==> src/rtl/fetch_ctrl.sv <==
// fetch_ctrl: instruction fetch sequencer for the pipeline front end.
//
// Owns the fetch PC, issues one request at a time to the instruction memory,
// hands fetched words to IF/ID through a one-entry skid buffer and applies
// EX-stage redirects. A redirect that lands while a request is waiting on
// memory cannot withdraw that request, so the request is marked killed.
// Its data is dropped when it returns, and fetch then resumes at the saved
// target.
//
// Ports:
//   clk, rst                 clock, asynchronous active-high reset
//   mem_req/mem_addr         request to instruction memory (addr word aligned)
//   mem_ready/mem_rdata      completion and returned word
//   id_stall                 IF/ID cannot accept this cycle
//   redirect_valid/_pc       single-cycle redirect from EX
//   if_valid/if_pc/if_inst   instruction handed to IF/ID
//
// Optional feature (macro FETCH_PERF_CNT_EN): adds perf_fetch_cnt and
// perf_stall_cnt outputs.

module fetch_ctrl #(
    parameter int                    ADDR_WIDTH = 32,
    parameter int                    DATA_WIDTH = 32,
    parameter logic [ADDR_WIDTH-1:0] RESET_PC   = '0
) (
    input  logic                  clk,
    input  logic                  rst,
    output logic                  mem_req,
    output logic [ADDR_WIDTH-1:0] mem_addr,
    input  logic                  mem_ready,
    input  logic [DATA_WIDTH-1:0] mem_rdata,
    input  logic                  id_stall,
    input  logic                  redirect_valid,
    input  logic [ADDR_WIDTH-1:0] redirect_pc,
    output logic                  if_valid,
    output logic [ADDR_WIDTH-1:0] if_pc,
    output logic [DATA_WIDTH-1:0] if_inst
`ifdef FETCH_PERF_CNT_EN
    ,
    output logic [31:0]           perf_fetch_cnt,
    output logic [31:0]           perf_stall_cnt
`endif
);

    typedef enum logic [1:0] {
        IDLE  = 2'd0,
        FETCH = 2'd1,
        HOLD  = 2'd2
    } state_t;

    state_t state, state_nx;

    logic                  skid_valid;
    logic [ADDR_WIDTH-1:0] skid_pc;
    logic [DATA_WIDTH-1:0] skid_inst;
    logic                  kill;
    logic [ADDR_WIDTH-1:0] kill_pc;

    logic                  xfer;
    logic                  pend;
    logic                  accept;
    logic                  slot_free;
    logic                  unskid;
    logic [ADDR_WIDTH-1:0] redir_pc;

    // A request is issued in every FETCH cycle; leaving FETCH only happens on
    // a transfer, so an issued request is never withdrawn.
    assign mem_req   = (state == FETCH);
    assign xfer      = mem_req && mem_ready;
    assign pend      = mem_req && !mem_ready;
    assign accept    = xfer && !kill;
    assign slot_free = !if_valid || !id_stall;
    assign unskid    = (state == HOLD) && skid_valid && !id_stall;
    assign redir_pc  = redirect_pc & ~ADDR_WIDTH'(3);

    always_ff @(posedge clk or posedge rst) begin
        if (rst) state <= IDLE;
        else     state <= state_nx;
    end

    always_comb begin
        state_nx = state;
        case (state)
            IDLE:    state_nx = FETCH;
            // Output slot still occupied: the word parks in skid and fetch pauses.
            FETCH:   if (mem_ready && !kill && !slot_free) state_nx = HOLD;
            HOLD:    if (!id_stall) state_nx = FETCH;
            default: state_nx = IDLE;
        endcase
        if (redirect_valid) state_nx = FETCH;
    end

    always_ff @(posedge clk or posedge rst) begin
        if (rst) begin
            mem_addr   <= RESET_PC;
            if_valid   <= 1'b0;
            if_pc      <= '0;
            if_inst    <= '0;
            skid_valid <= 1'b0;
            skid_pc    <= '0;
            skid_inst  <= '0;
            kill       <= 1'b0;
            kill_pc    <= '0;
        end else if (redirect_valid) begin
            if_valid   <= 1'b0;
            skid_valid <= 1'b0;
            if (pend) begin
                // Request already on the bus: let it finish, drop its data.
                kill    <= 1'b1;
                kill_pc <= redir_pc;
            end else begin
                kill     <= 1'b0;
                mem_addr <= redir_pc;
            end
        end else begin
            if (xfer) begin
                if (kill) begin
                    kill     <= 1'b0;
                    mem_addr <= kill_pc;
                end else begin
                    mem_addr <= mem_addr + ADDR_WIDTH'(4);
                end
            end

            if (accept && slot_free) begin
                if_valid <= 1'b1;
                if_pc    <= mem_addr;
                if_inst  <= mem_rdata;
            end else if (unskid) begin
                if_pc    <= skid_pc;
                if_inst  <= skid_inst;
            end else if (if_valid && !id_stall) begin
                if_valid <= 1'b0;
            end

            if (accept && !slot_free) begin
                skid_valid <= 1'b1;
                skid_pc    <= mem_addr;
                skid_inst  <= mem_rdata;
            end else if (unskid) begin
                skid_valid <= 1'b0;
            end
        end
    end

`ifdef FETCH_PERF_CNT_EN
    always_ff @(posedge clk or posedge rst) begin
        if (rst) begin
            perf_fetch_cnt <= '0;
            perf_stall_cnt <= '0;
        end else begin
            if (accept)               perf_fetch_cnt <= perf_fetch_cnt + 32'd1;
            if (if_valid && id_stall) perf_stall_cnt <= perf_stall_cnt + 32'd1;
        end
    end
`endif

endmodule

==> config.mk <==
export PLATFORM = sky130hd
export DESIGN_NAME = fetch_ctrl
export DESIGN_NICKNAME = d
export VERILOG_FILES = /design/src/rtl/fetch_ctrl.sv
export SDC_FILE = /design/constraint.sdc
export NUM_CORES = 1
export LEC_CHECK = 0
export ABC_AREA = 1
export CORE_UTILIZATION = 51
export CTS_BUF_LIST = sky130_fd_sc_hd__clkbuf_4 sky130_fd_sc_hd__clkbuf_8
export DETAILED_ROUTE_END_ITERATION = 7
export PLACE_DENSITY = 0.79
export SKIP_CTS_REPAIR_TIMING = 1
export SLEW_MARGIN = 20
export SYNTH_ARGS = -nofsm -noshare
export SYNTH_HDL_FRONTEND = slang
export SYNTH_SLANG_ARGS = --single-unit
export TNS_END_PERCENT = 10
==> constraint.sdc <==
create_clock -name clk -period 7.1 [get_ports clk]
set_input_delay 0.71 -clock clk [delete_from_list [all_inputs] [get_ports clk]]
set_output_delay 0.71 -clock clk [all_outputs]
set_load 0.05 [all_outputs]
* After elaboration in Yosys (flattened, before gate mapping)
Cells that the tools add are included. W data, S select, Z words.
Word-level totals: ROM bits 0, memories kept 0, register bits after elaboration 195, word-level logic and storage cells 67, output and inout bits 98, input port bits 69, RAM bits 0, latch bits 0
Operators by class: bitwise operators 1, muxes and demuxes 22, order comparisons 0, add/sub/neg operators 1, shift operators 0, multipliers 0, equal/unequal tests 6, divide/modulo/power cells 0, reductions and logical operators 27
Operators with widths (number):
- $mux W32 | 8
- $add A32 B3 Y32 const B | 1
- $reduce_and A2 Y1 | 6
- $logic_and A1 B1 Y1 | 10
- $mux W1 | 10
- $mux W2 | 3
- $pmux W2 S3 | 1
- $reduce_bool A3 Y1 | 2
- $logic_not A1 Y1 | 5
- $reduce_bool A2 Y1 | 2
- $ne A3 B1 Y1 const B | 1
- $ne A3 B2 Y1 const B | 1
- $ne A3 B3 Y1 const B | 1
- $eq A2 B1 Y1 const B | 1
- $eq A2 B2 Y1 const B | 1
- $logic_not A2 Y1 | 1
- $ne A2 B2 Y1 const B | 1
- $logic_or A1 B1 Y1 | 1
- $not A1 Y1 | 1

* Longest topological paths before layout
word-level depth 7, gate-level depth with buffers 11, mapped depth without buffers 11

* Worst setup path after synthesis
Ideal clock, no wire load.
path type register to register, from register mem_addr[3], to register mem_addr[22], path buffers 0, stages on the path, launching flop included 11, setup slack 5.138 ns, data required time 6.982 ns, library setup time 0.118 ns, arrival 1.844 ns, cells stage by stage dfrtp_1 -> ha_1 -> nand2_1 -> nor2_2 -> nand2_1 -> nor2_2 -> nand3_1 -> nand3_1 -> nand2_1 -> nand2_1 -> nand2_1
Between the ends: longest elaborated chain between the ends 4
RTL lines:
- start, declared | line 29 | output logic [ADDR_WIDTH-1:0] mem_addr,
- start signal, assigned | line 113 | mem_addr <= redir_pc;
- start signal, assigned | line 119 | mem_addr <= kill_pc;
- start signal, assigned | line 121 | mem_addr <= mem_addr + ADDR_WIDTH'(4);
- $add A32 B3 Y32 | line 121
- $mux W32 | line 117 | if (kill) begin
- $mux W32 | line 116 | if (xfer) begin
- $mux W32 | line 104 | end else if (redirect_valid) begin
Every way passes these cells. The select of a mux whose other input is x is not followed. A chain may end at the register's enable or synchronous reset.

* Worst setup path after layout
from input redirect_valid, to register skid_pc[5]
Between the ends: longest elaborated chain between the ends 2
RTL lines:
- start, declared | line 33 | input logic redirect_valid,
- $not A1 Y1 (no source line)
- $reduce_and A2 Y1 (no source line)
- end signal, assigned | line 138 | skid_pc <= mem_addr;
- end, declared | line 54 | logic [ADDR_WIDTH-1:0] skid_pc;
Every way passes these cells.

==> impl_metrics.toml <==
[run_status]
status = "finished clean"

[critical_path]
required_ns = 7.43
cp_cell_sequence = "buf_2 -> inv_2 -> nand3_4 -> buf_4 -> o21ai_0"
cp_slowest_stage_delay_ns = 0.76
path_class = "in2reg"
cp.depth = 5
crit_path_max_fanout = 74
reg2regPathDepth = 6
crit_arrival_ns = 3.24
worstSetupEndpointType = "flip-flop"
startpoint_type = "input pin"
cp.buffers_inverters = 3
cpLargestDelayFamily = "buffers and inverters"
cp_slowest_cell = "buf_2"

[grt]
first_global_vias = 7104
grt_start_max_net_pins = 89
grt.total_usage_pct = 24.73
antenna_found_initial = 0
busiest_layer = "met2"
globalRouteMet3Util_pct = 4.092
use_met2_pct = 37.06
grt_overflow_total = 0
grt_pass1_wl_microns = 35580
grtUsageMet1_pct = 36.97

[power_and_ir_drop]
powerDensity_mw_per_mm2 = 323.3
p_leak_nw = 5.098
ir_worst_vdd_v = 0.0001724

[floorplan]
core_sq_mm = 0.01730
die_area_sq_mm = 0.01823
initial_core_util_pct = 52.18
fp.dieH_microns = 135.0
die_x_microns = 135.0
row_count = 48
num_io_pins = 167

[synthesis]
syn_inst = 1157
yosysWarnings = 0
synth_top_area_share_pct = 52.40
ys_ff_latch = 189
yosysSeqAreaShare_pct = 52.40
synth_edf_count = 0
synth.most_common_cell = "nand2_1"
ys_types = 29
synthTopCellsByArea = "dfrtp_1, nand2_1, a21oi_1"
synth_largest_area_cell = "dfrtp_1"
ys_async_sr_fraction_pct = 100.0
ys.flop_type = "dfrtp_1"
synth_top_cells_by_count = "nand2_1, dfrtp_1, a21oi_1"
netlist_area_sq_mm = 0.009026
avgSynthCellArea_sq_um = 7.801

[clock_tree]
cts_tree = "yes"
clk_latency_ns = 0.48
clock_path_buffers = 2
path_clk_slew_ns = 0.10
cts_root_buf = "clkbuf_8"
cts_buffers = 17
cts_num_sinks = 189
htreeDepth = 4

[layout]
fin_util_pct = 63.90
fillerInstances = 1541
drive_gt1_share_pct = 4.567
syn2layout_area_growth_pct = 22.44
antennaDiodeCount = 0
nets = 1349

[hold_path]
min_path_type = "reg2reg"
whs_path_depth = 2

[detailed_routing]
first_pass_iters = 6
ant_nets = 0
drc = 0
drtIter0Drc = 562
viasPerCell = 5.198
wire_per_inst_microns = 14.28
vias = 7886
routed_wl_microns = 21660

[sta]
relSlewSlack_pct = 30.98
hold_viol = 0
slew_violations = 0
fin_tns_setup_ns = 0
skew_ns = 0.01143
fmax_mhz = 342.8
period_minus_slack_ns = 2.917
tightest_slew_ns = 1.035
setup_violations = 0
rsz0062_at_grt = "false"
fin_crit_sh_pct = 41.09

[placement]
gp_congestion = 0.8654
numPortBuffers = 160
hpwl_microns = 14430

[flow_run]
maxCapViolations = 0
-- power breakdown --
| group | switching (mW) | internal, mW |
|---|---|---|
| registers | 0.175 | 1.32 |
| logic | 0.887 | 0.442 |
| clock network | 0.418 | 0.326 |
| total | 1.48 | 2.09 |
-- per-stage QoR --
step | hold slack (ns) | setup slack [ns] | instance area, sq um | std cells | power [mW]
5_1_grt | 0.5135 | 3.897 | 11050 | 1517 | 3.760
3_3_place_gp | 0.4653 | 3.788 | 10640 | 1485 | 2.817
3_5_place_dp | 0.4729 | 3.759 | 10640 | 1485 | 2.848
4_1_cts | 0.4962 | 4.265 | 11040 | 1517 | 3.587
6_report | 0.4928 | 4.183 | 11050 | 1517 | 3.574
2_1_floorplan | 0.4529 | 1.248 | 9037 | 1160 | 2.396
-- area by class of cell --
cell class                      count  area (sq um)  area share (%)
Multi-Input combinational cell    798          3576           32.36
Tap cell                          225         281.5           2.547
Inverter                          105         399.1           3.611
Clock inverter                     15         175.2           1.585
Clock buffer                       17         234.0           2.117
Timing Repair Buffer              168          1657           14.99
Sequential cell                   189          4730           42.79
-- layout by cell type, fill, tap and decap left out, drive strengths merged, types with 2 or more instances in the layout --
cell           instances
a21oi                171
nand2                266
buf                    9
mux2                   4
clkdlybuf4s50        159
conb                   4
o211ai                 2
bufinv                 2
clkbuf                17
xor2                   2
and2                   2
o21ai                117
clkinvlp               2
inv                  112
clkinv                 4
nor2                 167
nand3                 56
dfrtp                189
-- sequential cells by signal (all words and copies together), names as in the netlist --
signal / count
state: 2
skid_pc: 30
skid_valid: 1
mem_addr: 30
skid_inst: 32
if_inst: 32
if_pc: 30
kill_pc: 30
if_valid: 1
kill: 1
-- path summary, 6_finish.rpt --
kind	start	slack, ns	to
setup reg to reg	kill$_DFFE_PP0P_	4.52	if_pc[31]$_DFFE_PP0P_
max in group asynchronous	rst	5.18	if_inst[1]$_DFFE_PP0P_
hold reg to reg	kill_pc[18]$_DFFE_PP0P_	0.49	kill_pc[18]$_DFFE_PP0P_
setup / recovery	redirect_valid	4.18	skid_pc[5]$_DFFE_PP0P_
hold / removal	kill_pc[18]$_DFFE_PP0P_	0.49	kill_pc[18]$_DFFE_PP0P_
min in group asynchronous	rst	0.67	if_inst[8]$_DFFE_PP0P_
-- kinds of logic (layout without fill, tap and decap cells) --
group	Yosys count	count (layout)	synth area share, %
DFF	189	189	52.40
adders and majority gates	1	1	0.1386
muxes	4	4	0.4990
other	1	4	0.04155
xor gates and xnor gates	3	3	0.2912
and+or+nand+nor	494	494	21.76
AOI/OAI and AO/OA	292	292	16.45
buffers and inverters	173	305	8.414
-- metal layers --
metal	wire, microns	up-vias
li1	-	3942
met1	10430	3677
met2	9686	242
met3	1248	25
met4	293	0
met5	0	-
-- worst register-to-register path, delay by kind of cell, from the launching register on --
| kind | cells | cell delay, ns |
|---|---|---|
| buffers and inverters | 2 | 1.03 |
| and+or+nand+nor | 2 | 0.63 |
| AOI/OAI and AO/OA | 2 | 0.44 |
| DFF | 1 | 0.40 |
Power figures use the tool's default switching activity.
